### config.mk
export PLATFORM = sky130hd
export DESIGN_NAME = bk_save_sequencer_flat
export DESIGN_NICKNAME = d
export VERILOG_FILES = /design/src/rtl/bk_save_sequencer_pkg.sv /design/src/rtl/bk_save_sequencer_if.sv /design/src/rtl/bk_save_sequencer_dirty_map.sv /design/src/rtl/bk_save_sequencer.sv /design/src/flat_wrapper.sv
export SDC_FILE = /design/constraint.sdc
export NUM_CORES = 1
export LEC_CHECK = 0
export BUFFER_PORTS_ARGS = -buffer_cell sky130_fd_sc_hd__buf_2
export CAP_MARGIN = 20
export CORE_ASPECT_RATIO = 0.8
export CORE_MARGIN = 3
export CORE_UTILIZATION = 40
export DETAILED_ROUTE_END_ITERATION = 10
export PLACE_DENSITY = 0.72
export SYNTH_ARGS = -nofsm -noshare
export SYNTH_HDL_FRONTEND = slang
export SYNTH_SLANG_ARGS = --single-unit
### constraint.sdc
create_clock -name clk_sys -period 3.4 [get_ports clk_sys]
set_input_delay 0.17 -clock clk_sys [delete_from_list [all_inputs] [get_ports clk_sys]]
set_output_delay 0.17 -clock clk_sys [all_outputs]
set_load 0.02 [all_outputs]
### src/rtl/bk_save_sequencer_pkg.sv
// Shared types for the backup-RAM save/load sequencer.
// Holds the FSM state encoding, the operation kinds and the SD sector size.
package tgfx_bk_pkg;

    typedef enum logic [2:0] {
        IDLE = 3'd0,
        REQ  = 3'd1,
        ACK  = 3'd2,
        NEXT = 3'd3,
        FIN  = 3'd4
    } bk_state_t;

    typedef enum logic [1:0] {
        OP_LOAD = 2'd0,
        OP_SAVE = 2'd1,
        OP_AUTO = 2'd2
    } bk_op_t;

    localparam int SECT_BYTES = 512;

endpackage

### src/rtl/bk_save_sequencer_if.sv
// SD sector request bundle towards hps_io.
// master: drives sd_lba/sd_rd/sd_wr, samples sd_ack; slave: the opposite.
interface bk_save_sequencer_if;

    logic [31:0] sd_lba;
    logic        sd_rd;
    logic        sd_wr;
    logic        sd_ack;

    modport master (
        output sd_lba,
        output sd_rd,
        output sd_wr,
        input  sd_ack
    );

    modport slave (
        input  sd_lba,
        input  sd_rd,
        input  sd_wr,
        output sd_ack
    );

endinterface

### src/rtl/bk_save_sequencer_dirty_map.sv
// Per-sector dirty bits: set/clear/clear-all, any-dirty flag, and the
// lowest dirty sector at or above from_idx. Set wins over a same-cycle clear.
module bk_dirty_map
    import tgfx_bk_pkg::*;
#(
    parameter int SECT_N = 16,
    parameter int SECT_W = $clog2(SECT_N)
) (
    input  logic              clk,
    input  logic              rst,
    input  logic              set_en,
    input  logic [SECT_W-1:0] set_idx,
    input  logic              clr_en,
    input  logic [SECT_W-1:0] clr_idx,
    input  logic              clr_all,
    input  logic [SECT_W-1:0] from_idx,
    output logic              any,
    output logic              nxt_valid,
    output logic [SECT_W-1:0] nxt_idx
);

    logic [SECT_N-1:0] dirty;
    logic [SECT_N-1:0] dirty_d;

    always_comb begin
        dirty_d = dirty;
        if (clr_all) dirty_d = '0;
        if (clr_en)  dirty_d[clr_idx] = 1'b0;
        if (set_en)  dirty_d[set_idx] = 1'b1;
    end

    always_ff @(posedge clk or posedge rst) begin
        if (rst) dirty <= '0;
        else     dirty <= dirty_d;
    end

    assign any = |dirty;

    // Descending scan so the lowest qualifying index is the last written.
    always_comb begin
        nxt_valid = 1'b0;
        nxt_idx   = '0;
        for (int i = SECT_N - 1; i >= 0; i--) begin
            if (dirty[i] && (SECT_W'(i) >= from_idx)) begin
                nxt_valid = 1'b1;
                nxt_idx   = SECT_W'(i);
            end
        end
    end

endmodule

### src/rtl/bk_save_sequencer.sv
// Backup-RAM save/load sequencer: turns OSD load/save (and, with
// BK_AUTOSAVE_EN, OSD-open autosave) edges into runs of SD sector requests.
// Ports: clk_sys/reset, bk_ena, bk_load, bk_save, slot, osd_status,
// bram_wr/bram_waddr, sd (sd_lba/sd_rd/sd_wr/sd_ack), bk_busy/bk_loading/bk_done.
module bk_save_sequencer
    import tgfx_bk_pkg::*;
#(
    parameter int SECT_N = 16,
    parameter int ADDR_W = 12,
    parameter int SLOT_W = 2
) (
    input  logic              clk_sys,
    input  logic              reset,
    input  logic              bk_ena,
    input  logic              bk_load,
    input  logic              bk_save,
    input  logic [SLOT_W-1:0] slot,
    input  logic              osd_status,
    input  logic              bram_wr,
    input  logic [ADDR_W-1:0] bram_waddr,
    bk_save_sequencer_if.master sd,
    output logic              bk_busy,
    output logic              bk_loading,
    output logic              bk_done
);

    localparam int SECT_W = $clog2(SECT_N);
    localparam logic [SECT_W-1:0] LAST = SECT_W'(SECT_N - 1);

    localparam logic [2:0] S_IDLE = IDLE;
    localparam logic [2:0] S_REQ  = REQ;
    localparam logic [2:0] S_ACK  = ACK;
    localparam logic [2:0] S_NEXT = NEXT;
    localparam logic [2:0] S_FIN  = FIN;

    logic load_q, save_q, osd_q, ack_q;
    logic load_rise, save_rise, ack_rise, ack_fall;

    always_ff @(posedge clk_sys or posedge reset) begin
        if (reset) begin
            load_q <= 1'b0;
            save_q <= 1'b0;
            osd_q  <= 1'b0;
            ack_q  <= 1'b0;
        end else begin
            load_q <= bk_load;
            save_q <= bk_save;
            osd_q  <= osd_status;
            ack_q  <= sd.sd_ack;
        end
    end

    assign load_rise = bk_load & ~load_q;
    assign save_rise = bk_save & ~save_q;
    assign ack_rise  = sd.sd_ack & ~ack_q;
    assign ack_fall  = ~sd.sd_ack & ack_q;

    logic [2:0]        state;
    bk_op_t            op;
    logic [SLOT_W-1:0] slot_q;
    logic [SECT_W-1:0] sector;

    logic              auto_go;
    logic [SECT_W-1:0] auto_first;
    logic              auto_has;
    logic [SECT_W-1:0] auto_next;

`ifdef BK_AUTOSAVE_EN
    logic              d_any;
    logic              d_nv;
    logic [SECT_W-1:0] d_nidx;
    logic [SECT_W-1:0] from_idx;
    logic              unused_waddr;

    assign from_idx = (state == S_IDLE) ? '0 : sector + SECT_W'(1);

    bk_dirty_map #(
        .SECT_N (SECT_N),
        .SECT_W (SECT_W)
    ) u_dirty (
        .clk       (clk_sys),
        .rst       (reset),
        .set_en    (bram_wr),
        .set_idx   (bram_waddr[8 +: SECT_W]),
        .clr_en    (state == S_ACK && ack_fall && op != OP_LOAD),
        .clr_idx   (sector),
        .clr_all   (state == S_FIN && op == OP_LOAD),
        .from_idx  (from_idx),
        .any       (d_any),
        .nxt_valid (d_nv),
        .nxt_idx   (d_nidx)
    );

    assign auto_go      = osd_status & ~osd_q & d_any;
    assign auto_first   = d_nidx;
    assign auto_has     = d_nv;
    assign auto_next    = d_nidx;
    assign unused_waddr = ^bram_waddr[7:0];
`else
    logic unused_autosave;

    assign auto_go         = 1'b0;
    assign auto_first      = '0;
    assign auto_has        = 1'b0;
    assign auto_next       = '0;
    assign unused_autosave = ^{osd_q, osd_status, bram_wr, bram_waddr};
`endif

    // Start arbitration: load beats save beats autosave.
    logic              go;
    bk_op_t            go_op;
    logic [SECT_W-1:0] go_sect;

    always_comb begin
        go      = 1'b0;
        go_op   = OP_LOAD;
        go_sect = '0;
        if (bk_ena) begin
            if (load_rise) begin
                go = 1'b1;
            end else if (save_rise) begin
                go    = 1'b1;
                go_op = OP_SAVE;
            end else if (auto_go) begin
                go      = 1'b1;
                go_op   = OP_AUTO;
                go_sect = auto_first;
            end
        end
    end

    // Counter stops at LAST rather than wrapping.
    logic              has_next;
    logic [SECT_W-1:0] nxt;

    always_comb begin
        has_next = 1'b0;
        nxt      = sector + SECT_W'(1);
        if (sector != LAST) begin
            if (op == OP_AUTO) begin
                has_next = auto_has;
                nxt      = auto_next;
            end else begin
                has_next = 1'b1;
            end
        end
    end

    always_ff @(posedge clk_sys or posedge reset) begin
        if (reset) begin
            state      <= S_IDLE;
            op         <= OP_LOAD;
            slot_q     <= '0;
            sector     <= '0;
            sd.sd_lba  <= '0;
            sd.sd_rd   <= 1'b0;
            sd.sd_wr   <= 1'b0;
            bk_busy    <= 1'b0;
            bk_loading <= 1'b0;
            bk_done    <= 1'b0;
        end else begin
            bk_done <= 1'b0;
            case (state)
                S_IDLE: if (go) begin
                    op         <= go_op;
                    slot_q     <= slot;
                    sector     <= go_sect;
                    sd.sd_lba  <= 32'({slot, go_sect});
                    sd.sd_rd   <= (go_op == OP_LOAD);
                    sd.sd_wr   <= (go_op != OP_LOAD);
                    bk_busy    <= 1'b1;
                    bk_loading <= (go_op == OP_LOAD);
                    state      <= S_REQ;
                end
                S_REQ: if (ack_rise) begin
                    sd.sd_rd <= 1'b0;
                    sd.sd_wr <= 1'b0;
                    state    <= S_ACK;
                end
                S_ACK: if (ack_fall) state <= S_NEXT;
                S_NEXT: begin
                    if (has_next) begin
                        sector    <= nxt;
                        sd.sd_lba <= 32'({slot_q, nxt});
                        sd.sd_rd  <= (op == OP_LOAD);
                        sd.sd_wr  <= (op != OP_LOAD);
                        state     <= S_REQ;
                    end else begin
                        bk_done <= 1'b1;
                        state   <= S_FIN;
                    end
                end
                S_FIN: begin
                    bk_busy    <= 1'b0;
                    bk_loading <= 1'b0;
                    state      <= S_IDLE;
                end
                default: state <= S_IDLE;
            endcase
        end
    end

endmodule

### src/flat_wrapper.sv
// flat-port wrapper written by rule: the top's interface ports become plain ports
module bk_save_sequencer_flat import tgfx_bk_pkg::*;
#(
    parameter int SECT_N = 16,
    parameter int ADDR_W = 12,
    parameter int SLOT_W = 2
)
  (clk_sys, reset, bk_ena, bk_load, bk_save, slot, osd_status, bram_wr, bram_waddr, bk_busy, bk_loading, bk_done, sd_sd_lba, sd_sd_rd, sd_sd_wr, sd_sd_ack);
  bk_save_sequencer_if sd_i ();
  input  logic clk_sys;
  input  logic reset;
  input  logic bk_ena;
  input  logic bk_load;
  input  logic bk_save;
  input  logic [SLOT_W-1:0] slot;
  input  logic osd_status;
  input  logic bram_wr;
  input  logic [ADDR_W-1:0] bram_waddr;
  output logic bk_busy;
  output logic bk_loading;
  output logic bk_done;
  output wire logic [$bits(sd_i.sd_lba)-1:0] sd_sd_lba;
  output wire logic [$bits(sd_i.sd_rd)-1:0] sd_sd_rd;
  output wire logic [$bits(sd_i.sd_wr)-1:0] sd_sd_wr;
  input wire logic [$bits(sd_i.sd_ack)-1:0] sd_sd_ack;
  assign sd_sd_lba = sd_i.sd_lba;
  assign sd_sd_rd = sd_i.sd_rd;
  assign sd_sd_wr = sd_i.sd_wr;
  assign sd_i.sd_ack = sd_sd_ack;
  bk_save_sequencer #(.SECT_N(SECT_N), .ADDR_W(ADDR_W), .SLOT_W(SLOT_W)) u_core (.clk_sys(clk_sys), .reset(reset), .bk_ena(bk_ena), .bk_load(bk_load), .bk_save(bk_save), .slot(slot), .osd_status(osd_status), .bram_wr(bram_wr), .bram_waddr(bram_waddr), .sd(sd_i), .bk_busy(bk_busy), .bk_loading(bk_loading), .bk_done(bk_done));
endmodule
==> summary.txt <==
status: finished, violations left
violations in the final reports: hold timing
worst rel slew slack: 0.499
count of nets after finishing: 158
pin count of the biggest net entering global routing: 21
crit path max-delay cell type: sky130_fd_sc_hd__dfrtp_1
number of maximum-capacitance constraint violations: 0
Fmax: 0.524 GHz
critical path start-end classification: reg -> reg
Final Power: 0.893 mW
mean cell area of the mapped netlist: 10.2 um^2
Required @ worst endpoint: 3.59 ns
Via-to-Cell Ratio: 4.65
area of the mapped netlist: 1140 um^2
fraction of layout instances using a drive strength above 1: 0.254
portion of the clock cycle consumed by the worst path in the final layout: 0.562
half-perimeter wire length after detailed placement: 1500 um
starting density of the core: 0.443
initial antenna violation count: 0
leakage power: 0.612 nW
area inside the core boundary: 2580 um^2
DP Area: 1170 um^2
total gr overflow: 0
sort of element at the start of the critical path: register
RSZ-0062 raised after global routing: false
post-detailed-routing wire length: 1980 um
Final Max Tran Viols: 0
Largest stage delay, worst path: 0.45 ns
Max FO, Critical Path: 6
arithmetic-cell share of the synthesized area counting full adders, half adders and majority gates: 0.0109
number of DRC markers after the initial detailed-route iteration: 14
Die Y-Extent: 53.9 um
library cells used by synthesis: 31
number of antenna cells inserted: 0
maximum vdd drop: 0.416 mV
standard-cell rows: 16
crit-path cells: ha_1 > nand3_1 > nand3_1 > a21oi_2 > mux2_2
final standard cell area without fillers: 1230 um^2
count of nets left with antenna violations after detail routing: 0
first-pass GRT wire length: 3500 um
number of buffers added on ports: 18
Clk Tree Root Cell: sky130_fd_sc_hd__clkbuf_4
Top Ports: 59
least setup slack across all paths after layout: 1.49 ns
RePlAce Congestion: 0.734
final setup violating endpoints: 0
first-pass iteration count of the detailed router: 4
cell count after synthesis: 112
vias: 790
total negative slack: 0 ns
register clock-pin slew on the reported worst setup and hold paths: 0.11 ns
clock tree sinks: 20
commonest non-fill, non-tap cell in the layout: sky130_fd_sc_hd__conb_1
largest family of logic cells by synthesized area: buffers and inverters
share of the synthesized area in compound gates (AO/OA/AOI/OAI): 0.120
Die Outline Area: 3540 um^2
share of the core filled with cells: 0.477
number of buffers on the longest clock path: 2
Hold Violations, Final: 20
CP dominant cell by count: sky130_fd_sc_hd__nand3_1
via count of the first global-routing pass: 765
parity-gate share of the synthesized area counting xor and xnor cells: 0
Setup crit end kind: register
area growth from synthesis to layout: 7.65%
Tightest Pin Transition: 0.751 ns
skew final: 0.00110 ns
Post-Layout Cell Count: 170
Die Width: 65.8 um
multiplexer fraction of the synthesized cell area: 0.115
setup slack at placement: 1.49 ns
Synthesis Warnings: 0
Routed wire per std cell: 11.6 um
basic-gate share of the synthesized area counting and, or, nand and nor cells: 0.109
cell total after placement: 163
global-route usage over all layers: 0.128
flip-flop and latch count after synthesis: 20
commonest non-fill, non-tap cells in the layout: sky130_fd_sc_hd__conb_1, sky130_fd_sc_hd__dfrtp_1, sky130_fd_sc_hd__buf_2
total power divided by cell area: 725 nW/um^2
post-synthesis sequential area ratio: 0.437
source-to-sink clock delay at the later pin of the worst-skew pair: 0.29 ns
final period demand of the worst path: 1.91 ns
Final Hold Slack: -0.0142 ns
number of buffers inserted during clock tree synthesis: 3
clock tree from TritonCTS: built
classification of the worst-slack hold path: in -> async
cts repair resizes: 0
arrival time of data at the critical path endpoint: 2.10 ns
Post-route DRC: 0
total number of H-tree levels: 1
## cell type report
type | instances | area (um^2)
Inverter | 7 | 26.3
Timing Repair Buffer | 21 | 120
Tap cell | 36 | 45.0
Clock buffer | 4 | 36.3
Fill cell | 257 | 1350
Sequential cell | 20 | 500
Multi-Input combinational cell | 82 | 504
## cell families after synthesis
logic type               count (synthesis)
AO/OA/AOI/OAI                           20
adder cells (fa/ha/maj)                  1
buffers and inverters                   35
flip-flops                              20
multiplexers                            12
other                                    1
AND/OR/NAND/NOR                         23
## final timing paths
path | cells past startpoint | slack, ns | start | end
worst max-delay path | 5 | 1.49 | u_core.sector[0] | u_core.sd.sd_lba[4]
max in group asynchronous | 2 | 2.95 | reset | u_core.sector[0]
worst min register to register | 1 | 0.52 | u_core.sd.sd_rd | u_core.sd.sd_rd
worst min-delay path | 2 | -0.01 | reset | u_core.load_q
min in group clk_sys | 2 | 0.12 | slot[0] | u_core.slot_q[0]
worst max register to register | 5 | 1.49 | u_core.sector[0] | u_core.sd.sd_lba[4]
## synth_stat cells (all sizes together)
library cell   n  area share
o21ai          7       0.031
and3           2       0.011
inv            7       0.023
nor2           5       0.019
nand3          5       0.022
nand2b         1      0.0055
nand2          3      0.0098
a21oi          3       0.016
o2111a         1      0.0098
nor3           2      0.0087
o211ai         1      0.0066
o22ai          1      0.0055
dfrtp         20        0.44
mux2i          3       0.026
nand3b         1      0.0098
buf           28        0.18
a22oi          1      0.0066
a2bb2oi        1      0.0077
mux2           9       0.089
nor2b          3       0.016
a221oi         1       0.013
conb           1      0.0033
ha             1       0.011
a31oi          2       0.011
a21o           1      0.0066
o21a           1      0.0066
and2           1      0.0077
## power by group
part	total (mW)	leakage [nW]	internal [mW]	switching [mW]
Sequential	0.395	0.245	0.312	0.0830
Combinational	0.362	0.346	0.153	0.208
Clock	0.136	0.0210	0.0652	0.0712
Total	0.893	0.612	0.531	0.363
## worst max-delay path, delay by kind of cell (launching register included)
kind	cells	cell delay [ns]
adder cells (fa/ha/maj)	1	0.26
AO/OA/AOI/OAI	1	0.35
multiplexers	1	0.38
flip-flops	1	0.45
AND/OR/NAND/NOR	2	0.36
## sequential cells by signal, indices dropped and copies added, names as in the netlist, 2 cells and up
| register | count |
|---|---|
| u_core.sd.sd_lba | 3 |
| u_core.sector | 3 |
| u_core.slot_q | 2 |
| u_core.state | 3 |
## per-layer routing
layer | wire length [um] | up-vias | track usage
met5 | 0 | - | 0
met4 | 0 | 0 | 0.0207
met3 | 156 | 0 | 0.0438
met2 | 945 | 32 | 0.218
met1 | 878 | 380 | 0.162
li1 | - | 378 | -
## timing repair
| action | 4_1_cts | 5_1_grt |
|---|---|---|
| hold endpoints to repair | 3 | 0 |
| buffers inserted | 0 | 0 |
| hold buffers | 3 | 0 |
| endpoints found under the setup margin | 0 | 0 |
Note: power is estimated with default switching activity, not from simulation.
